[src/rtl/serial_adder_pkg.sv]
// Shared types and limits for the bit-serial adder: FSM state encoding,
// legal WIDTH range and the bit-counter sizing rule.
package serial_adder_pkg;

  typedef enum logic [1:0] {
    ST_IDLE  = 2'd0,
    ST_SHIFT = 2'd1,
    ST_DONE  = 2'd2
  } state_t;

  localparam int WIDTH_MIN = 1;
  localparam int WIDTH_MAX = 32;

  // Counter must reach WIDTH-1 without wrapping; a 1-bit adder still needs one bit.
  function automatic int cnt_width(input int w);
    return (w <= 1) ? 1 : $clog2(w);
  endfunction

endpackage

[src/rtl/FULL_ADDER.sv]
// Single-bit full adder cell: combinational, no state, no flow control.
module FULL_ADDER (
  output logic Sum,
  output logic Carry_out,
  input  logic A,
  input  logic B,
  input  logic Carry_in
);

  assign Sum       = A ^ B ^ Carry_in;
  assign Carry_out = (A & B) | (Carry_in & (A ^ B));

endmodule

[src/rtl/serial_adder.sv]
// Bit-serial WIDTH-bit adder, LSB first: result and Done one cycle after the last of WIDTH shift cycles.
// Start is only honoured in IDLE/DONE; requests during SHIFT are dropped, not queued.
module serial_adder #(
  parameter int WIDTH = 8
) (
  input  logic             Clock,
  input  logic             Reset,
  input  logic             Start,
  input  logic [WIDTH-1:0] A,
  input  logic [WIDTH-1:0] B,
  input  logic             Carry_in,
  output logic             Busy,
  output logic             Done,
  output logic [WIDTH-1:0] Sum,
  output logic             Carry_out
);

  import serial_adder_pkg::*;

  localparam int CW = cnt_width(WIDTH);

  if (WIDTH < WIDTH_MIN || WIDTH > WIDTH_MAX) begin : g_bad_width
    $error("serial_adder: WIDTH out of range");
  end

  state_t           state, state_nxt;
  logic [WIDTH-1:0] a_sh, b_sh, s_sh, s_nxt, sum_q;
  logic             c_ff, cout_q;
  logic [CW-1:0]    cnt;
  logic             fa_sum, fa_cout;
  logic             last_bit, load;

  FULL_ADDER u_fa (
    .Sum       (fa_sum),
    .Carry_out (fa_cout),
    .A         (a_sh[0]),
    .B         (b_sh[0]),
    .Carry_in  (c_ff)
  );

  // New sum bit enters at the MSB so that after WIDTH shifts bit 0 lands at the LSB.
  if (WIDTH == 1) begin : g_s_w1
    assign s_nxt = fa_sum;
  end else begin : g_s_wn
    assign s_nxt = {fa_sum, s_sh[WIDTH-1:1]};
  end

  assign last_bit = (cnt == CW'(WIDTH - 1));

  always_ff @(posedge Clock) begin
    if (Reset) state <= ST_IDLE;
    else       state <= state_nxt;
  end

  always_comb begin
    state_nxt = state;
    load      = 1'b0;
    Busy      = 1'b0;
    Done      = 1'b0;
    case (state)
      ST_IDLE: begin
        if (Start) begin
          load      = 1'b1;
          state_nxt = ST_SHIFT;
        end
      end
      ST_SHIFT: begin
        Busy = 1'b1;
        if (last_bit) state_nxt = ST_DONE;
      end
      ST_DONE: begin
        Done = 1'b1;
        if (Start) begin
          load      = 1'b1;
          state_nxt = ST_SHIFT;
        end else begin
          state_nxt = ST_IDLE;
        end
      end
      default: state_nxt = ST_IDLE;
    endcase
  end

  always_ff @(posedge Clock) begin
    if (Reset) begin
      a_sh   <= '0;
      b_sh   <= '0;
      s_sh   <= '0;
      c_ff   <= 1'b0;
      cnt    <= '0;
      sum_q  <= '0;
      cout_q <= 1'b0;
    end else if (load) begin
      a_sh <= A;
      b_sh <= B;
      s_sh <= '0;
      c_ff <= Carry_in;
      cnt  <= '0;
    end else if (state == ST_SHIFT) begin
      a_sh <= a_sh >> 1;
      b_sh <= b_sh >> 1;
      s_sh <= s_nxt;
      c_ff <= fa_cout;
      cnt  <= cnt + CW'(1);
      // Outputs only ever see the complete result.
      if (last_bit) begin
        sum_q  <= s_nxt;
        cout_q <= fa_cout;
      end
    end
  end

  assign Sum       = sum_q;
  assign Carry_out = cout_q;

endmodule
[config.mk]
export PLATFORM = sky130hd
export DESIGN_NAME = serial_adder
export DESIGN_NICKNAME = d
export VERILOG_FILES = /design/src/rtl/serial_adder_pkg.sv /design/src/rtl/FULL_ADDER.sv /design/src/rtl/serial_adder.sv
export SDC_FILE = /design/constraint.sdc
export NUM_CORES = 1
export LEC_CHECK = 0
export BUFFER_PORTS_ARGS = -buffer_cell sky130_fd_sc_hd__buf_2
export CAP_MARGIN = 10
export CORE_ASPECT_RATIO = 1.2
export CORE_MARGIN = 5
export CORE_UTILIZATION = 40
export CTS_BUF_LIST = sky130_fd_sc_hd__clkbuf_2
export DETAILED_ROUTE_END_ITERATION = 8
export MAX_ROUTING_LAYER = met4
export SETUP_SLACK_MARGIN = 0.15
export SKIP_LAST_GASP = 1
export SYNTH_ARGS = -nofsm -noshare
export SYNTH_HDL_FRONTEND = slang
export SYNTH_SLANG_ARGS = --single-unit
[constraint.sdc]
create_clock -name Clock -period 1.9 [get_ports Clock]
set_input_delay 0.38 -clock Clock [delete_from_list [all_inputs] [get_ports Clock]]
set_output_delay 0.38 -clock Clock [all_outputs]
set_load 0.01 [all_outputs]
Word level (Yosys, flattened, before mapping)
Index checks and enable logic that the tools add are counted.

operators by class
  reduce and logical (&&, ||, !) cells = 6
  equal/unequal tests = 5
  bitwise logic cells = 6
  add/subtract/negate cells = 1
  muxes and demuxes = 14

operators by type and width
  kind                 count
  $mux 8               4
  $mux 1               7
  $pmux 2 s3           1
  $mux 2               2
  $ne 2x2->1 const B   2
  $reduce_or 2->1      2
  $add 3x1->3 const B  1
  $eq 3x3->1 const B   1
  $reduce_and 3->1     1
  $and 1x1->1          2
  $eq 2x1->1 const B   1
  $eq 2x2->1 const B   1
  $logic_not 2->1      1
  $reduce_and 2->1     1
  $reduce_bool 2->1    1
  $xor 1x1->1          2
  $not 1->1            1
  $or 1x1->1           1

storage, ports and cells
  output and inout bits = 11
  input port bits = 20
  flip-flop bits (word level) = 39

Longest topological paths before layout
  depth in word-level cells = 5
  depth in mapped cells = 6

Cells and area by module
Synthesis repeated with hierarchy kept, for this count alone.

second synthesis, totals
  cells, all modules = 176
  area, all modules = 1524.0 um2

modules (own cells, without submodules)
  module        instances  cells an instance  area each (um2)
  serial_adder  1          175                1503.9
  FULL_ADDER    1          1                  20.0

Worst setup path before layout
Ideal clock, no wire load.

  path kind = flip-flop to flip-flop
  start = register cnt[0]
  end = register state[0]
  period minus slack after synthesis = 1.195 ns
  stages on the path, launching flop included = 6
  setup slack = 0.705 ns
  setup time = 0.128 ns
  arrival = 1.067 ns
  path through = dfxtp_1 > ha_1 > ha_1 > clkbuf_1 > o21a_1 > nor2_1

between the ends
  cells in the longest elaborated chain, start to end = 3

ends and longest elaborated chain
  what                        RTL line             text
  start: declaration          serial_adder.sv:29   logic [CW-1:0] cnt;
  start signal: assignment    serial_adder.sv:104  cnt <= cnt + CW'(1);
  $eq 3x3->1                  serial_adder.sv:48   assign last_bit = (cnt == CW'(WIDTH - 1));
  $ne 2x2->1 (no line)        n/a
  $reduce_and 2->1 (no line)  n/a
  end signal: assignment      serial_adder.sv:52   else state <= state_nxt;
  end: declaration            serial_adder.sv:26   state_t state, state_nxt;

Every way passes these cells.
A chain may end at the register's enable or synchronous reset.

Worst setup path in the final report
  start = register state[1]
  end = output port Busy

between the ends
  cells in the longest elaborated chain, start to end = 2

ends and longest elaborated chain
  what              RTL line            text
  $eq 2x1->1        serial_adder.sv:60  case (state)
  $mux 1            serial_adder.sv:60
  end: declaration  serial_adder.sv:12  output logic Busy,

Every way passes these cells.

==> results.toml <==
[logic_synthesis]
yosys-top-cells-area = "dfxtp_1 (50%), nand2_1 (9.6%), a21oi_1 (6.6%), nor3_1 (5.3%), nand3_1 (3.6%)"
synthArstFlopShare = 0
yosys.area.top_type = "dfxtp_1"
synth-edff-count = 0
netlist_area_um2 = 1530
syn-num-nets = 199
synth_cells = 176
yosysUniqueCellTypes = 25
yosysSeqAreaShare = 0.499
syn_area_per_cell_um2 = 8.67
synth_top_area_share = 0.499
yosysWarningCount = 0
ys.flop_type = "dfxtp_1"
synth-seq-cells = 38

[global_route]
antenna_found_initial = 0
global_route.usage.met3 = 0.0434
grt_pass1_wl_um = 5790
grt_max_degree = 26
met1_usage = 0.168
grt_pass1_vias = 1327
grt_usage = 0.149
use_met2 = 0.243
grt_overflow = 0
grt_busiest_layer = "met2"

[power]
p_per_area_nw_per_um2 = 873
power.ir.vdd_worst_v = 0.000434
power_leakage_nw = 0.684

[job]
max_cap_viol_count = 0

[sta]
setup-violations-final = 0
fin_skew_ps = 18.3
fin_crit_ps = 1600
tightest_slew_ps = 467
max_freq_mhz = 625
finalCritPeriodShare = 0.842
rsz0062_at_grt = "false"
tns_ps = 0
timing.slew.headroom = 0.689
slew_violations = 0
hold_viol = 0

[setup_path]
start_kind = "flip-flop"
critPathLaunch = "state[1]"
reg2reg_slack_ps = 320
crit_type = "reg -> out"
worst_r2r_path_depth = 5
worstSetupEndpointType = "output port"
cp.arrival_ps = 1220
r2r_end = "Sum[7]"
r2r_start = "cnt[0]"
critPathCapture = "Busy"
crit_path_max_fanout = 19
crit_required_ps = 1520

[status]
run_status = "complete, no violations"

[floorplanning]
fp.dieH_um = 77.6
dieArea_um2 = 5150
rows = 24
start_util = 0.416
coreArea_um2 = 3660
fp.dieW_um = 66.4
ios = 31

[drt]
drtAntennaViolNets = 0
wl_per_cell_um = 13.0
routed_wl_um = 3330
drt_iter0_drc = 60
viasPerCell = 5.07
first_pass_iters = 4
drc = 0
vias = 1297

[placed_design]
dp_hpwl_um = 2240
place_area_um2 = 1660
gp_congestion = 0.759
place.port_buffers = 30

[clock_network]
ctsHoldBuffers = 0
clk_pin_slew_ps = 180
htreeDepth = 2
insertion_delay_ps = 380
cts_buffers = 5
cts_sinks = 38
cts_setup_buffers = 0
cts-root-buf = "clkbuf_2"
cts_tree = "built"
cts_buffer_depth = 2

[layout]
fin_area_um2 = 1760
fillCellCount = 400
layout_common_cells = "nand2_1 (39), dfxtp_1 (36), buf_2 (30)"
diodes = 0
final_common_cell = "nand2_1"
nets = 226
syn_to_final_growth_pct = 15.3
final_layout_size_suffix_gt1_frac = 0.235

[worst_hold_path]
min_path_type = "in -> reg"
[synthesized netlist by cell type (2+ instances only)]
library cell and n:
nor2_1 9, mux2i_1 2, nor3_1 16, a21oi_1 20, clkbuf_1 3, nand2b_1 2, a22oi_1 2, nand2_1 39
buf_2 2, ha_1 2, o22ai_1 7, dfxtp_1 38, nand3_1 11, a311oi_1 5, buf_4 4, nor2b_1 2
buf_6 4
[worst min path at each step]
stage	start	end	cells after the start
after global placement	Sum[2]	Sum[2]	2
after detailed placement	Sum[4]	Sum[4]	2
final	A[4]	a_sh[4]	3
after floorplan	s_sh[1]	s_sh[1]	2
after global routing	A[3]	a_sh[3]	3
after CTS	A[4]	a_sh[4]	3
[metal layers]
layer	part of all wire	vias up
li1	-	662
met1	0.45	595
met2	0.48	34
met3	0.050	6
met4	0.015	0
met5	0	-
[layout make-up]
cell class	instances	area, um2	area share
Inverter	1	20.0	0.0114
Tap cell	52	65.1	0.0370
Clock buffer	7	35.0	0.0199
Multi-Input combinational cell	123	663	0.377
Timing Repair inverter	1	8.76	0.00498
Clock inverter	1	30.0	0.0171
Sequential cell	38	763	0.434
Timing Repair Buffer	33	173	0.0982
[critical path, stage by stage (launching register included)]
cell,delay (ps)
dfxtp_2,370
nand2b_4,210
inv_16,120
buf_2,140
[cells by family after synthesis]
family          count (synthesis)  share of synthesized area
compound gates                 36                      0.148
mux                             2                     0.0131
fa+ha+maj                       3                     0.0295
buf+inv                        15                     0.0714
simple gates                   81                      0.234
xor+xnor                        1                    0.00574
flops                          38                      0.499
[through the flow]
stage	hold WS (ps)	worst slack (ps)	util	instances	total power [W]
after floorplan	437	705	-	176	0.00101
after global placement	443	444	0.454	247	0.00104
after detailed placement	454	342	0.454	247	0.00105
after CTS	242	173	0.482	256	0.00155
after global routing	216	215	0.480	256	0.00162
final	260	300	0.480	256	0.00153
[report_power, final]
group	total [W]	internal (W)	switching, W
clock	0.000490	0.000235	0.000255
combinational	0.000185	0.0000734	0.000112
sequential	0.000859	0.000836	0.0000233
[timing repair]
action / 4_1_cts / 5_1_grt
resized for setup: 5 / 2
gates cloned: 1 / 0
setup endpoints to repair: 1 / 1
pin swaps: 0 / 0
[sequential cells by signal, indices dropped and copies added (netlist names)]
signal	count
Carry_out	1
c_ff	1
b_sh	8
a_sh	8
cnt	3
s_sh	7
Sum	8
state	2
Power figures use the tool's default switching activity.
